--- config.mk ---
export PLATFORM = sky130hd
export DESIGN_NAME = data_mem_initiator
export DESIGN_NICKNAME = d
export VERILOG_FILES = /design/src/rtl/data_mem_initiator.sv
export SDC_FILE = /design/constraint.sdc
export NUM_CORES = 1
export LEC_CHECK = 0
export BUFFER_PORTS_ARGS = -buffer_cell sky130_fd_sc_hd__buf_2
export CAP_MARGIN = 20
export CORE_ASPECT_RATIO = 0.75
export CORE_MARGIN = 4
export CORE_UTILIZATION = 47
export DETAILED_ROUTE_END_ITERATION = 12
export GPL_ROUTABILITY_DRIVEN = 0
export PLACE_DENSITY = 0.79
export REMOVE_ABC_BUFFERS = 1
export SLEW_MARGIN = 20
export SYNTH_ARGS = -nofsm -noshare
export SYNTH_HDL_FRONTEND = slang
export SYNTH_SLANG_ARGS = --single-unit
--- constraint.sdc ---
create_clock -name clk -period 2 [get_ports clk]
set_input_delay 0.2 -clock clk [delete_from_list [all_inputs] [get_ports clk]]
set_output_delay 0.2 -clock clk [all_outputs]
set_load 0.1 [all_outputs]
--- src/rtl/data_mem_initiator.sv ---
`default_nettype none
// ============================================================================
// Module   : data_mem_initiator
// Brief    : MEM-stage load/store initiator with programmable wait states and
//            a registered valid/ready response. Defining
//            DATA_MEM_INIT_BOUNDS_CHECK_EN enables the bounds/alignment checker.
// Revision : 1.0 - initial release
// ============================================================================
module data_mem_initiator #(
    parameter logic [31:0] BASE_ADDR   = 32'd1024,
    parameter int          DEPTH_WORDS = 64,
    parameter int          WAIT_CYCLES = 0
) (
    input  logic        clk,
    input  logic        rst_n,
    input  logic        req_valid,
    input  logic        req_write,
    input  logic [31:0] req_addr,
    input  logic [31:0] req_wdata,
    output logic        req_ready,
    output logic        resp_valid,
    input  logic        resp_ready,
    output logic [31:0] resp_rdata,
    output logic        resp_err,
    output logic        mem_read,
    output logic        mem_write,
    output logic [31:0] address,
    output logic [31:0] data,
    input  logic [31:0] mem_result
);

    typedef enum logic [1:0] {
        S_IDLE   = 2'd0,
        S_ACCESS = 2'd1,
        S_RESP   = 2'd2
    } state_t;

    localparam logic [3:0] c_WAIT_LAST = 4'(WAIT_CYCLES);

    state_t      r_state;
    state_t      w_state_nxt;
    logic [3:0]  r_wcnt;
    logic [3:0]  w_wcnt_nxt;
    logic        r_write;
    logic [31:0] r_addr;
    logic [31:0] r_wdata;
    logic [31:0] r_rdata;
    logic        r_err;
    logic        w_accept;
    logic        w_legal;
    logic        w_access;
    logic        w_last;

`ifdef DATA_MEM_INIT_BOUNDS_CHECK_EN
    // 33-bit end address so a window touching the top of the map cannot wrap
    localparam logic [32:0] c_END_ADDR = {1'b0, BASE_ADDR} + 33'(4 * DEPTH_WORDS);

    assign w_legal = (req_addr[1:0] == 2'b00)
                   && (req_addr >= BASE_ADDR)
                   && ({1'b0, req_addr} < c_END_ADDR);
`else
    assign w_legal = 1'b1;
`endif

    assign w_accept = req_valid && (r_state == S_IDLE);
    assign w_access = (r_state == S_ACCESS);
    assign w_last   = (r_wcnt == c_WAIT_LAST);

    always_comb begin
        w_state_nxt = r_state;
        w_wcnt_nxt  = r_wcnt;
        unique case (r_state)
            S_IDLE: begin
                w_wcnt_nxt = 4'd0;
                if (w_accept) begin
                    w_state_nxt = w_legal ? S_ACCESS : S_RESP;
                end
            end
            S_ACCESS: begin
                w_wcnt_nxt = r_wcnt + 4'd1;
                if (w_last) begin
                    w_state_nxt = S_RESP;
                end
            end
            S_RESP: begin
                if (resp_ready) begin
                    w_state_nxt = S_IDLE;
                end
            end
            default: begin
                w_state_nxt = S_IDLE;
                w_wcnt_nxt  = 4'd0;
            end
        endcase
    end

    always_ff @(posedge clk or negedge rst_n) begin
        if (!rst_n) begin
            r_state <= S_IDLE;
            r_wcnt  <= 4'd0;
            r_write <= 1'b0;
            r_addr  <= 32'd0;
            r_wdata <= 32'd0;
            r_rdata <= 32'd0;
            r_err   <= 1'b0;
        end else begin
            r_state <= w_state_nxt;
            r_wcnt  <= w_wcnt_nxt;
            if (w_accept) begin
                r_write <= req_write;
                r_addr  <= req_addr;
                r_wdata <= req_wdata;
                r_rdata <= 32'd0;
                r_err   <= ~w_legal;
            end else if (w_access && w_last && !r_write) begin
                r_rdata <= mem_result;
            end
        end
    end

    // Stores write only in the last ACCESS cycle so each request gives one pulse
    assign req_ready  = (r_state == S_IDLE);
    assign resp_valid = (r_state == S_RESP);
    assign resp_rdata = r_rdata;
    assign resp_err   = r_err;
    assign mem_read   = w_access && !r_write;
    assign mem_write  = w_access && r_write && w_last;
    assign address    = w_access ? r_addr  : 32'd0;
    assign data       = w_access ? r_wdata : 32'd0;

endmodule
`default_nettype wire

==> load_flow_metrics.sql, run 1 <==
INSERT INTO impl_metrics (metric_group, metric, value, unit) VALUES
('timing', 'timing_hold_violations_final', '0', ''),
('routing', 'totalWireLength', '11510', 'µm'),
('global_route', 'grt_max_degree', '54', ''),
('global_route', 'number_of_global_route_vias_before_repair', '3654', ''),
('logic_synthesis', 'synth.top_cells.by_count', 'dfrtp_1 (103), mux2_2 (66), and2_1 (64)', ''),
('timing', 'grt_setup_unrepaired', 'true', ''),
('final_layout', 'nNetsFinal', '647', ''),
('logic_synthesis', 'synth_top_family_by_area', 'multiplexers', ''),
('global_route', 'gr-usage-all-layers', '20.54', '%'),
('logic_synthesis', 'yosys.cell_count.top_type', 'dfrtp_1', ''),
('logic_synthesis', 'synth.yosys.seq_area_share', '55.99', '%'),
('routing', 'wl_met3', '1138', 'µm'),
('clocking', 'insertion_delay', '0.34', 'ns'),
('routing', 'drt_first_iter_violations', '136', ''),
('logic_synthesis', 'synth_largest_area_cell', 'dfrtp_1', ''),
('timing', 'timing.final.setup_violations', '0', ''),
('routing', 'top_signal_layer_used', 'met4', ''),
('global_route', 'overflow_left_after_global_routing', '0', ''),
('logic_synthesis', 'post_synth_xor_area_fraction', '0.1903', '%'),
('timing', 'final_period_minus_worst_setup_slack', '1.911', 'ns'),
('routing', 'detail_route.first_pass.iterations', '4', ''),
('logic_synthesis', 'synthArstFlopShare', '100.0', '%'),
('logic_synthesis', 'synthesis.area', '0.004603', 'mm²'),
('final_layout', 'post_route_cells_drive_above_1_share', '53.47', '%'),
('final_layout', 'post_route_non_filler_standard_cell_count', '676', ''),
('floorplan', 'die-width', '122.3', 'µm'),
('worst_setup_path', 'worst-endpoint-arrival', '1.71', 'ns'),
('floorplan', 'design.die.area', '0.01146', 'mm²'),
('place', 'numPortBuffers', '200', ''),
('logic_synthesis', 'yosys.area_share.simple', '15.09', '%'),
('logic_synthesis', 'post_synth_adder_cell_area', '0.5436', '%'),
('routing', 'total_via_count_after_detailed_routing', '3315', ''),
('worst_setup_path', 'worstSetupStartpointType', 'flop', ''),
('floorplan', 'floorplan.rows', '30', ''),
('logic_synthesis', 'synth-edff-count', '0', ''),
('worst_setup_path', 'critPathMaxFanout', '5', ''),
('worst_setup_path', 'worst-setup-path-type', 'reg2out', ''),
('timing', 'timing.final.max_slew_violations', '0', ''),
('worst_setup_path', 'worst-r2r-setup-slack', '0.18', 'ns'),
('worst_setup_path', 'crit_path_end_kind', 'output pin', ''),
('timing', 'final_sum_of_negative_setup_slack', '0', 'ns'),
('worst_setup_path', 'cp.required', '1.80', 'ns'),
('worst_setup_path', 'worst_r2r_startpoint', 'r_wcnt[0]', ''),
('logic_synthesis', 'synth.area.mux_share', '23.73', '%'),
('clocking', 'numCtsBuffers', '9', ''),
('clocking', 'cts_root_buf', 'clkbuf_16', ''),
('outcome', 'run_status', 'complete, no violations', ''),
('min_path', 'hold_startpoint', 'mem_result[8]', ''),
('min_path', 'hold-path-cell-count', '2', ''),
('routing', 'detail_route.wl_per_cell', '17.03', 'µm'),
('final_layout', 'number_of_inserted_diodes', '0', ''),
('min_path', 'timing.hold.worst.class', 'in2reg', ''),
('worst_setup_path', 'timing.reg2reg.worst_path_depth', '6', ''),
('floorplan', 'initial_core_util', '49.45', '%'),
('worst_setup_path', 'critical_path.reg2reg.endpoint', 'resp_rdata[2]', ''),
('logic_synthesis', 'ys.warnings.count', '0', ''),
('floorplan', 'top_level_ports', '202', ''),
('routing', 'antenna_violating_nets_post_route', '0', ''),
('run', 'drv.max_cap_violation_count', '0', ''),
('place', 'half_perimeter_wire_length_after_detailed_placement', '8831', 'µm'),
('clocking', 'post_cts_buffers', '0', ''),
('final_layout', 'multiInputGateArea', '0.001896', 'mm²'),
('logic_synthesis', 'synth_cell_types', '25', ''),
('routing', 'viasPerCell', '4.904', ''),
('timing', 'final.hold.worst_slack', '0.06918', 'ns'),
('logic_synthesis', 'synth-compound-area-share', '1.006', '%'),
('logic_synthesis', 'yosys_most_used_dff', 'dfrtp_1', ''),
('logic_synthesis', 'netlist_top_cells_area', 'dfrtp_1 (56%), mux2_2 (16%), and2_1 (8.7%), mux2_1 (7.6%), nor2b_1 (4.6%)', ''),
('global_route', 'antenna_found_initial', '0', ''),
('final_layout', 'fillers', '604', ''),
('min_path', 'min_to', 'resp_rdata[8]', '');
==> metrics by stage <==
| stage | setup slack (ns) | area (µm²) | utilization [%] |
|---|---|---|---|
| after global placement | 0.2662 | 6726 | 72.26 |
| after floorplan | -2.536 | 4463 | - |
| after CTS | 0.04744 | 7015 | 75.36 |
| final | 0.08946 | 7024 | 75.46 |
| after detailed placement | 0.1747 | 6726 | 72.26 |
| after global routing | -0.01584 | 7024 | 75.46 |
==> cells in the final DEF, fill, tap and decap left out, types with 2 or more instances in the layout <==
cell and count:
mux2_1 31, buf_12 69, buf_2 134, nand2_1 3
clkinv_2 3, nor2_1 2, buf_4 3, dfrtp_1 103
and2_1 64, mux2_2 66, inv_1 4, clkbuf_16 9
nor3b_4 2, nor2b_1 33, a22o_1 2, o21ai_0 2
ha_1 2
==> metal layers <==
metal,vias up,GRT usage (%)
met2,136,35.62
met1,1627,23.16
met5,-,0
met4,0,5.871
met3,16,8.730
li1,1536,-
==> cell type report <==
class                      count  share of cell area (%)
clock buffer                  11                   3.456
clock inverter                 4                  0.3206
inverter                       4                  0.2138
multi-input combinational    217                   26.99
sequential                   103                   36.69
tap                          128                   2.280
timing repair buffer         209                   30.05
==> state kept, by name (all words and copies together) (netlist names) <==
register,count
r_addr,32
r_state,2
r_wcnt,4
r_wdata,32
resp_rdata,32
r_write,1
==> worst max-delay path by stage <==
stage / from / to
after global routing: r_state[0] / data[23]
after detailed placement: r_wcnt[0] / resp_rdata[22]
after global placement: r_wcnt[0] / resp_rdata[9]
after floorplan: r_state[1] / r_addr[10]
final: r_wcnt[0] / mem_write
after CTS: r_state[0] / address[4]
==> logic make-up after synthesis <==
| group | after synthesis |
|---|---|
| adder cells (fa/ha/maj) | 2 |
| XOR/XNOR | 1 |
| AND/OR/NAND/NOR | 109 |
| flip-flops | 103 |
| buffers and inverters | 27 |
| other | 1 |
| AO/OA/AOI/OAI | 7 |
| multiplexers | 97 |
==> worst max-delay path, stage by stage (launching register included) <==
cell	delay [ns]
dfrtp_1	0.43
inv_1	0.09
ha_1	0.14
nor3b_4	0.28
and3_4	0.25
buf_12	0.17
==> what timing repair did <==
item                                   in CTS  in global routing
endpoints found under the hold margin      26                  0
setup endpoints to repair                  14                 40
hold buffers                                1                  0
gates resized for setup                     3                  2
Power of run 1 is not shown: default switching activity piles up to over one toggle a cycle in this logic, so the estimate is an artifact.
==> run 2, diff against run 1 <==
--- a/config.mk
+++ b/config.mk
@@ -12,6 +12,7 @@
 export CORE_UTILIZATION = 47
 export DETAILED_ROUTE_END_ITERATION = 12
 export GPL_ROUTABILITY_DRIVEN = 0
+export GPL_TIMING_DRIVEN = 0
 export PLACE_DENSITY = 0.79
 export REMOVE_ABC_BUFFERS = 1
 export SLEW_MARGIN = 20
==> load_flow_metrics.sql, run 2 (synthesis results as in run 1) <==
INSERT INTO impl_metrics (metric_group, metric, value, unit) VALUES
('clocking', 'insertion_delay', '0.34', 'ns'),
('final_layout', 'nNetsFinal', '657', ''),
('final_layout', 'syn_to_final_growth', '38.24', '%'),
('worst_setup_path', 'critPathSlowestCell', 'mux2_1', ''),
('clocking', 'htree_num_levels', '3', ''),
('routing', 'totalWireLength', '10740', 'µm'),
('timing', 'final.hold.worst_slack', '0.07340', 'ns'),
('routing', 'detail_route.wl_per_cell', '15.63', 'µm'),
('timing', 'final_min_period_over_clock_period', '97.62', '%'),
('clocking', 'clock-sinks', '103', ''),
('min_path', 'timing.hold.worst.class', 'in2reg', ''),
('global_route', 'gr-usage-all-layers', '18.87', '%'),
('routing', 'drt_first_iter_violations', '98', ''),
('final_layout', 'mostFrequentLayoutCells', 'buf_2 (133), dfrtp_1 (101), buf_4 (72)', ''),
('worst_setup_path', 'crit_path_end_kind', 'flop', ''),
('global_route', 'grt_first_pass_wirelength', '16990', 'µm'),
('place', 'place.detailed.instances', '660', ''),
('worst_setup_path', 'cp_num_buf_inv', '1', ''),
('floorplan', 'core_region_area', '0.009309', 'mm²'),
('final_layout', 'post_route_non_filler_standard_cell_count', '687', ''),
('timing', 'timing.final.max_slew_violations', '0', ''),
('floorplan', 'design.die.area', '0.01146', 'mm²'),
('timing', 'grt_setup_unrepaired', 'true', ''),
('global_route', 'grt_max_degree', '83', ''),
('routing', 'detail_route.first_pass.iterations', '4', ''),
('worst_setup_path', 'worst-r2r-setup-slack', '0.05', 'ns'),
('run', 'drv.max_cap_violation_count', '0', ''),
('final_layout', 'number_of_inserted_diodes', '0', ''),
('final_layout', 'seq_area', '0.002580', 'mm²'),
('final_layout', 'multiInputGateArea', '0.001908', 'mm²'),
('outcome', 'run_status', 'complete, no violations', ''),
('worst_setup_path', 'worstSetupEndpoint', 'resp_rdata[28]', ''),
('worst_setup_path', 'worst-endpoint-arrival', '2.17', 'ns'),
('timing', 'finClkSkew', '0.004130', 'ns'),
('final_layout', 'post_route_cells_drive_above_1_share', '54.20', '%'),
('worst_setup_path', 'critPathMaxFanout', '32', ''),
('worst_setup_path', 'worst-setup-path-type', 'reg2reg', ''),
('final_layout', 'fillers', '721', ''),
('clocking', 'cts_tree', 'done', ''),
('worst_setup_path', 'timing.reg2reg.worst_path_depth', '5', ''),
('worst_setup_path', 'worstSetupStartpointType', 'flop', ''),
('routing', 'antenna_violating_nets_post_route', '0', ''),
('clocking', 'cts.reportedPaths.clkPinSlew', '0.06', 'ns'),
('timing', 'fmax', '512.2', 'MHz'),
('routing', 'drc', '0', ''),
('floorplan', 'initial_core_util', '49.45', '%'),
('timing', 'timing_hold_violations_final', '0', ''),
('routing', 'total_via_count_after_detailed_routing', '3315', ''),
('worst_setup_path', 'critical_path.max_stage_delay', '0.47', 'ns'),
('final_layout', 'mostFrequentLayoutCell', 'buf_2', ''),
('timing', 'post-route-worst-setup-slack', '0.04751', 'ns'),
('worst_setup_path', 'critPathTopFamily', 'simple AND/OR/NAND/NOR gates', ''),
('floorplan', 'die_height', '93.71', 'µm'),
('timing', 'worstMarginPinSlew', '0.5152', 'ns'),
('place', 'dp_slack', '-0.2050', 'ns'),
('global_route', 'overflow_left_after_global_routing', '0', ''),
('floorplan', 'die-width', '122.3', 'µm'),
('worst_setup_path', 'critical_path.startpoint', 'r_wcnt[0]', ''),
('routing', 'viasPerCell', '4.825', ''),
('final_layout', 'postLayoutCoreUtil', '68.36', '%'),
('clocking', 'numCtsBuffers', '9', ''),
('clocking', 'cts_root_buf', 'clkbuf_16', ''),
('global_route', 'number_of_global_route_vias_before_repair', '3435', ''),
('floorplan', 'top_level_ports', '202', ''),
('place', 'numPortBuffers', '200', ''),
('worst_setup_path', 'worst_r2r_startpoint', 'r_wcnt[0]', ''),
('worst_setup_path', 'crit_path_cell_trace', 'inv_1, ha_1, nor3b_4, nand3b_4, mux2_1', ''),
('clocking', 'clockBufferDepth', '2', ''),
('timing', 'final_period_minus_worst_setup_slack', '1.952', 'ns'),
('timing', 'timing.max_slew.rel_slack', '65.59', '%'),
('floorplan', 'floorplan.rows', '30', ''),
('worst_setup_path', 'cp.required', '2.21', 'ns'),
('global_route', 'antenna_found_initial', '0', ''),
('worst_setup_path', 'cp_num_cells', '5', ''),
('worst_setup_path', 'critical_path.reg2reg.endpoint', 'resp_rdata[28]', ''),
('timing', 'timing.final.setup_violations', '0', ''),
('place', 'half_perimeter_wire_length_after_detailed_placement', '7670', 'µm');
[run 2: cell types whose count changed in the layout (fill, tap and decap cells not counted), moves of 2 or more]
cell and delta:
buf_12 -68, buf_16 +2, buf_4 +69, buf_6 +4, buf_8 +3, clkbuf_1 +2
clkinv_2 -2, dfrtp_1 -2, dfrtp_2 +2
[run 2: timing repair]
action / 4_1_cts / 5_1_grt
resized for setup: 69 / 7
hold buffers: 1 / 0
endpoints found under the setup margin: 98 / 97
setup buffers: 5 / 4
cloned: 1 / 0
hold endpoints to repair: 21 / 0
pin swaps: 0 / 1
[run 2: routing by layer]
metal | global-route usage, % | routed length, µm | vias to the layer above
li1 | - | - | 1565
met1 | 22.44 | 4250 | 1610
met2 | 31.41 | 5266 | 127
met3 | 7.947 | 1086 | 13
met4 | 5.405 | 135 | 0
met5 | 0 | 0 | -
[run 2: worst reg2reg max path: cells and delay by family, from the launching register on]
family                   cells  cell delay (ns)
AND/OR/NAND/NOR              2             0.71
adder cells (fa/ha/maj)      1             0.14
flip-flops                   1             0.43
buffers and inverters        1             0.08
multiplexers                 1             0.48
[run 2: layout make-up]
type                       count  area share (%)
multi-input combinational    218           29.98
inverter                       4          0.2359
timing repair buffer         218           22.12
clock buffer                  13           3.932
sequential                   103           40.54
clock inverter                 3          0.6685
tap                          128           2.517
[run 2: worst min-delay path by stage]
stage	from	end	slack [ns]	cells after the start
2_1_floorplan	rst_n	r_addr[0]	-0.1	0
5_1_grt	mem_result[12]	resp_rdata[12]	0.06	2
3_3_place_gp	mem_result[25]	resp_rdata[25]	0.41	2
6_report	mem_result[29]	resp_rdata[29]	0.07	2
3_5_place_dp	rst_n	r_wdata[20]	0.07	1
4_1_cts	mem_result[25]	resp_rdata[25]	0.06	2
[run 2: per-stage QoR]
stage / TNS, ns / cell area, µm²
2_1_floorplan: -319.11 / 4463
3_3_place_gp: -574.79 / 5624
3_5_place_dp: -7.724 / 5782
4_1_cts: 0 / 6309
5_1_grt: -2.279 / 6364
6_report: 0 / 6364
Power of run 2 is left out for the same reason.
